File: config.mk
export PLATFORM = sky130hd
export DESIGN_NAME = bp_coherence_network_rx_endpoint
export DESIGN_NICKNAME = d
export VERILOG_FILES = /design/src/rtl/bp_coherence_network_rx_endpoint.sv
export SDC_FILE = /design/constraint.sdc
export NUM_CORES = 1
export LEC_CHECK = 0
export BUFFER_PORTS_ARGS = -buffer_cell sky130_fd_sc_hd__buf_4
export CAP_MARGIN = 20
export CELL_PAD_IN_SITES_DETAIL_PLACEMENT = 1
export CELL_PAD_IN_SITES_GLOBAL_PLACEMENT = 2
export CORE_UTILIZATION = 37
export CTS_BUF_LIST = sky130_fd_sc_hd__clkbuf_16
export CTS_CLUSTER_DIAMETER = 50
export CTS_CLUSTER_SIZE = 40
export DETAILED_ROUTE_END_ITERATION = 8
export PLACE_DENSITY = 0.95
export SYNTH_ARGS = -nofsm -noshare
export SYNTH_HDL_FRONTEND = slang
export SYNTH_SLANG_ARGS = --single-unit
File: constraint.sdc
create_clock -name clk_i -period 3 [get_ports clk_i]
set_clock_uncertainty 0.15 [all_clocks]
set_input_delay 0.3 -clock clk_i [delete_from_list [all_inputs] [get_ports clk_i]]
set_output_delay 0.3 -clock clk_i [all_outputs]
set_load 0.02 [all_outputs]
File: src/rtl/bp_coherence_network_rx_endpoint.sv
// bp_coherence_network_rx_endpoint
//   Destination-side endpoint for one Proc port of the coherence network.
//   Packets come in under ready-then-valid (the producer only asserts net_v_i
//   while net_ready_o is high). They are buffered in a small FIFO and handed to
//   the local LCE/CCE over valid->ready. The block also keeps a saturating
//   count of delivered packets and sticky protocol-error flags.
//
// Ports
//   clk_i, reset_n_i    clock, async active-low reset
//   my_id_i             this endpoint's destination id (static after reset)
//   net_data_i/net_v_i  packet from the router P port
//   net_ready_o         registered; high means a packet is accepted this cycle
//   data_o/v_o/ready_i  head packet to the consumer, transfer = v_o & ready_i
//   err_clr_i           clears err_o
//   err_o               sticky: [0] overflow, [1] dst id mismatch
//   pkt_count_o         packets dequeued to the consumer, saturating
//
// Configuration
//   BP_ME_NET_RX_ID_CHECK_EN  when defined, the dst id in the top bits of the
//                             packet is compared to my_id_i and mismatching
//                             packets are dropped with err_o[1] set.

module bp_coherence_network_rx_endpoint #(
  parameter int packet_width_p = 8,
  parameter int num_dst_p      = 4,
  parameter int fifo_els_p     = 2,
  parameter int count_width_p  = 16,
  parameter int lg_num_dst_lp  = (num_dst_p > 1) ? $clog2(num_dst_p) : 1
) (
  input  logic                      clk_i,
  input  logic                      reset_n_i,
  input  logic [lg_num_dst_lp-1:0]  my_id_i,
  input  logic [packet_width_p-1:0] net_data_i,
  input  logic                      net_v_i,
  output logic                      net_ready_o,
  output logic [packet_width_p-1:0] data_o,
  output logic                      v_o,
  input  logic                      ready_i,
  input  logic                      err_clr_i,
  output logic [1:0]                err_o,
  output logic [count_width_p-1:0]  pkt_count_o
);

  localparam int ptr_w_lp = $clog2(fifo_els_p);
  localparam int occ_w_lp = $clog2(fifo_els_p + 1);

  logic [packet_width_p-1:0] r_mem [fifo_els_p];
  logic [ptr_w_lp-1:0]       r_wr_ptr, r_rd_ptr;
  logic [occ_w_lp-1:0]       r_occ;
  logic                      r_net_ready;
  logic [1:0]                r_err;
  logic [count_width_p-1:0]  r_pkt_count;

  logic                      w_id_ok;
  logic                      w_id_err;
  logic                      w_viol;
  logic                      w_enq;
  logic                      w_deq;
  logic [occ_w_lp-1:0]       w_occ_next;
  logic [1:0]                w_err_set;

`ifdef BP_ME_NET_RX_ID_CHECK_EN
  assign w_id_ok  = (net_data_i[packet_width_p-1 -: lg_num_dst_lp] == my_id_i);
  // Flagged whether or not the packet was also a protocol violation.
  assign w_id_err = net_v_i & ~w_id_ok;
`else
  logic w_unused_id;
  assign w_unused_id = ^my_id_i;
  assign w_id_ok     = 1'b1;
  assign w_id_err    = 1'b0;
`endif

  assign w_viol    = net_v_i & ~r_net_ready;
  assign w_enq     = net_v_i & r_net_ready & w_id_ok;
  assign w_deq     = (r_occ != '0) & ready_i;
  assign w_err_set = {w_id_err, w_viol};

  always_comb begin
    w_occ_next = r_occ;
    if (w_enq && !w_deq)      w_occ_next = r_occ + 1'b1;
    else if (!w_enq && w_deq) w_occ_next = r_occ - 1'b1;
  end

  always_ff @(posedge clk_i or negedge reset_n_i) begin
    if (!reset_n_i) begin
      r_wr_ptr    <= '0;
      r_rd_ptr    <= '0;
      r_occ       <= '0;
      r_net_ready <= 1'b0;
      r_err       <= '0;
      r_pkt_count <= '0;
    end else begin
      if (w_enq)
        r_wr_ptr <= (r_wr_ptr == ptr_w_lp'(fifo_els_p - 1)) ? '0 : r_wr_ptr + 1'b1;
      if (w_deq) begin
        r_rd_ptr <= (r_rd_ptr == ptr_w_lp'(fifo_els_p - 1)) ? '0 : r_rd_ptr + 1'b1;
        if (r_pkt_count != '1)
          r_pkt_count <= r_pkt_count + 1'b1;
      end
      r_occ       <= w_occ_next;
      // Registered so acceptance never depends combinationally on the consumer.
      r_net_ready <= (w_occ_next < occ_w_lp'(fifo_els_p));
      // Set takes priority over clear.
      r_err       <= (r_err & ~{2{err_clr_i}}) | w_err_set;
    end
  end

  // Storage is not reset; occupancy alone decides what is valid.
  always_ff @(posedge clk_i) begin
    if (w_enq)
      r_mem[r_wr_ptr] <= net_data_i;
  end

  assign net_ready_o = r_net_ready;
  assign v_o         = (r_occ != '0);
  assign data_o      = r_mem[r_rd_ptr];
  assign err_o       = r_err;
  assign pkt_count_o = r_pkt_count;

endmodule
-- Word level (Yosys, flattened, before mapping)
Memory sizes are Yosys's and may differ from the RTL's.
Index checks and enable logic that the tools add are counted.
W data, S select, Z words.
- register bits: 23
- RAM bits: 16
- bits of input ports: 15
- output and inout port bits: 28
- logic and storage cells: 33
- memories: 1
- add/subtract/negate cells: 5
- magnitude comparators: 1
- eq/ne operators: 1
- mux-type cells: 6
- bitwise operators: 7
- reductions and logical operators: 6
- memory list (name ; words ; width ; read ports ; clocked after memory_dff ; write ports ; RTL line ; text):
    r_mem ; 2 ; 8 ; 1 ; 0 ; 1 ; 47 ; logic [packet_width_p-1:0] r_mem [fifo_els_p];
- operators with widths (kind ; number):
    $add A16 B1 Y16 const B ; 1
    $ne A16 B16 Y1 const B ; 1
    $mux W1 ; 4
    $mux W2 ; 2
    $and A1 B1 Y1 ; 3
    $add A1 B1 Y1 const B ; 2
    $add A2 B1 Y2 const B ; 1
    $and A2 B2 Y2 ; 1
    $logic_and A1 B1 Y1 ; 2
    $logic_not A1 Y1 ; 2
    $lt A2 B2 Y1 const B ; 1
    $not A2 Y2 ; 1
    $or A2 B1 Y2 ; 1
    $reduce_and A2 Y1 ; 1
    $reduce_bool A2 Y1 ; 1
    $sub A2 B1 Y2 const B ; 1
    $not A1 Y1 ; 1

-- Longest topological paths before layout
- depth after elaboration: 6
- mapped depth: 9
- gate-level depth less buffers: 9

-- Least setup slack after synthesis
OpenSTA, ideal clock, no wires.
- path type: flip-flop to flip-flop
- start point: register r_pkt_count[8], in the netlist pkt_count_o[8]
- end point: register r_pkt_count[3], in the netlist pkt_count_o[3]
- library setup time: 0.134 ns
- arrival time: 1.620 ns
- required time: 2.716 ns
- setup slack: 1.096 ns
- stages on the path, launching flop included: 6
- buffers on the path: 1
- clock period less this slack: 1.904 ns
- cell sequence: dfrtp_1 nand4_1 o41a_1 buf_2 and2b_2 xor2_1
- longest elaborated chain between the ends: 2
- ends and longest elaborated chain (item ; RTL line ; text):
    start: declaration ; 52 ; logic [count_width_p-1:0] r_pkt_count;
    start signal: assignment ; 98 ; r_pkt_count <= r_pkt_count + 1'b1;
    $ne A16 B16 Y1 ; 97 ; if (r_pkt_count != '1)
    $reduce_and A2 Y1 (no source line) ; -- ;
Every way passes these cells.
A chain may end at the register's enable or synchronous reset.

-- Worst setup path after layout
- start point: register r_occ[0]
- end point: register r_pkt_count[1], in the netlist pkt_count_o[1]
- longest elaborated chain between the ends: 3
- ends and longest elaborated chain (item ; RTL line ; text):
    start: declaration ; 49 ; logic [occ_w_lp-1:0] r_occ;
    start signal: assignment ; 100 ; r_occ <= w_occ_next;
    $reduce_bool A2 Y1 ; 75 ; assign w_deq = (r_occ != '0) & ready_i;
    $and A1 B1 Y1 ; 75 ;
    via w_deq ; 58 ; logic w_deq;
    $reduce_and A2 Y1 (no source line) ; -- ;
The timed path passes the listed nets, and every way through them passes these cells.

==> out/results.tsv <==
metric	value	unit
cts.path.max_buffers	2	
maxCapViolations	0	
reg2reg_to	pkt_count_o[1]$_DFFE_PN0P_	
critPathLaunchType	register	
dp_hpwl	2670	um
rsz0062_at_grt	no	
synth.avg_cell_area	13.1	um2
tightest_slew	657	ps
hold_path_class	in2reg	
endpoint_kind	register	
ant_nets	0	
fin_util	50.9	%
grt_remaining_overflow	0	
vias_per_cell	5.32	
criticalPathCategory	reg2reg	
place_inst	218	
synth_edf_count	16	
core	0.00435	mm2
startpoint	r_occ[0]$_DFFE_PN0P_	
worstPathRequired	3020	ps
crit_path_max_fanout	8	
antenna_found_initial	0	
drt_wl_total	3710	um
syn_area	0.00168	mm2
drtPass1Iterations	4	
tns	0	ps
layout.nets	193	
antenna_cells	0	
crit_end	pkt_count_o[1]$_DFFE_PN0P_	
post-place-ws	990	ps
yosys.area.top_type	dfrtp_1	
grt_usage	17.6	%
outcome	finished, final reports clean	
synth_cell_types	33	
grt_max_degree	24	
insertion_delay	280	ps
synth_seq_cells	39	
syn_to_final_growth	31.8	%
setup_viol	0	
maxSlewViolCount	0	
post-route-period-util	67.2	%
async_flop_share	59.0	%
fmax	496	MHz
synth_ff_type	dfrtp_1	
die_h	69.4	um
cts_inserted_buffers	5	
dr.first_iter.drc_count	89	
grt_pass1_vias	1305	
ys_top_cells_by_area	dfrtp_1, edfxtp_1, mux2_2, xor2_1, ha_1	
yosysWarnings	0	
ys_seq_area_share	62.8	%
grt_pass1_wl	6490	um
worst_slack	983	ps
htree_levels	2	
gp_congestion	0.759	
syn_inst	128	
cts_tree	done	
die_w	69.4	um
wire_per_inst	16.4	um
cts-root-buf	clkbuf_16	
slew_headroom	56.0	%
hold_viol	0	
total_power	2050	uW
ff2ff_setup_slack	980	ps
drc	0	
yosys.area.top_type_share	34.2	%
peakVddDrop	410	uV
clk_pin_slew_worst_paths	60	ps
crit_arrival	2040	ps
rows	24	
start_util	38.6	%
post_cts_resized	0	
power_density	925	mW/mm2
fin_crit	2020	ps
dieArea	0.00482	mm2
ios	43	
layout-drive-gt1-share	36.0	%
via_count	1207	
clock-sinks	39	
reg2reg_depth	7	
fin_cells	227	
synth_nets	147	
p_leak	0.000994	uW
r2r-start	r_occ[0]$_DFFE_PN0P_	
portBuffers	40	
synthesized netlist by cell type (all sizes together), types with 2 or more instances:
library cell,n
a21oi,3
and3,2
dfrtp,23
edfxtp,16
ha,4
inv,7
mux2,10
nand2,11
nand3,4
nand4,6
nor2,6
nor3,4
nor4,2
o21ai,2
xnor2,5
xor2,8
worst max-delay path: stages, from the launching register on:
cell	delay, ps
dfrtp_1	370
inv_1	50
ha_1	210
inv_1	90
nand2_1	80
inv_1	190
o41a_1	390
mux2_2	370
where the power goes:
| part | internal (uW) | switching (uW) |
|---|---|---|
| Sequential | 683 | 119 |
| Clock | 392 | 212 |
| Combinational | 298 | 347 |
| Total | 1370 | 678 |
routing by layer:
metal | GRT usage, % | vias to the layer above | routed length (um)
met5 | 0 | - | 0
met4 | 6.80 | 0 | 61
met1 | 21.5 | 614 | 1540
li1 | - | 554 | -
met2 | 28.8 | 34 | 1870
met3 | 5.81 | 5 | 250
cell type report:
class,instances,area (um2)
clock buffer,5,125
tap,52,65.1
inverter,7,26.3
sequential,39,1060
clock inverter,3,43.8
multi-input combinational,80,592
timing repair buffer,41,310
fill,449,2140
logic make-up after synthesis:
group                      Yosys count  share of synthesized area [%]
adders and majority gates            4                           2.97
DFF                                 39                           62.8
xor gates and xnor gates            13                           6.77
AOI/OAI and AO/OA                   11                           4.46
and+or+nand+nor                     41                           13.7
muxes                               11                           7.29
buffers and inverters                9                           2.08
layout by cell type, fill, tap and decap left out, drive strengths merged:
cell type | synthesis | final
buf | 1 | 40
dfrtp | 23 | 23
edfxtp | 16 | 16
nand2 | 11 | 11
mux2 | 10 | 10
xor2 | 8 | 8
inv | 7 | 7
nor2 | 6 | 6
nand4 | 6 | 6
xnor2 | 5 | 5
clkbuf | 1 | 5
nor3 | 4 | 4
ha | 4 | 4
nand3 | 4 | 4
a21oi | 3 | 3
and3 | 2 | 2
o21ai | 2 | 2
nor4 | 2 | 2
clkinv | 0 | 2
nor3b | 1 | 1
a221oi | 1 | 1
nor2b | 1 | 1
o22ai | 1 | 1
nand4b | 1 | 1
or4 | 1 | 1
a211oi | 1 | 1
and4 | 1 | 1
o41a | 1 | 1
mux2i | 1 | 1
a41oi | 1 | 1
and2b | 1 | 1
a21o | 1 | 1
bufinv | 0 | 1
dlygate4sd3 | 0 | 1
state kept, by name, indices dropped and copies added (netlist names), named ones only:
signal	count
net_ready_o	1
r_mem	16
r_wr_ptr	1
r_rd_ptr	1
pkt_count_o	16
err_o	2
r_occ	1
worst min-delay path by stage:
stage                     startpoint                          to  slack, ps  cells after the start
final                      err_clr_i          err_o[1]$_DFF_PN0_         30                      2
after global placement     reset_n_i  pkt_count_o[0]$_DFFE_PN0P_         60                      1
after detailed placement   reset_n_i  pkt_count_o[3]$_DFFE_PN0P_         60                      1
after floorplan            reset_n_i  asynchronous set/reset pin       -150                      0
after CTS                  err_clr_i          err_o[1]$_DFF_PN0_         20                      2
after global routing       err_clr_i          err_o[1]$_DFF_PN0_         30                      2
repair_timing:
action,in CTS,in global routing
setup buffers,0,0
hold buffers,1,0
hold endpoints to repair,23,0
per-stage QoR:
step	hold WS (ps)	instance area (um2)
global route	25.1	2220
finish	28.6	2220
CTS	24.1	2220
detailed placement	59.5	2040
global placement	58.4	2040
floorplan	-146	1680
(Power assumes the default switching activity.)
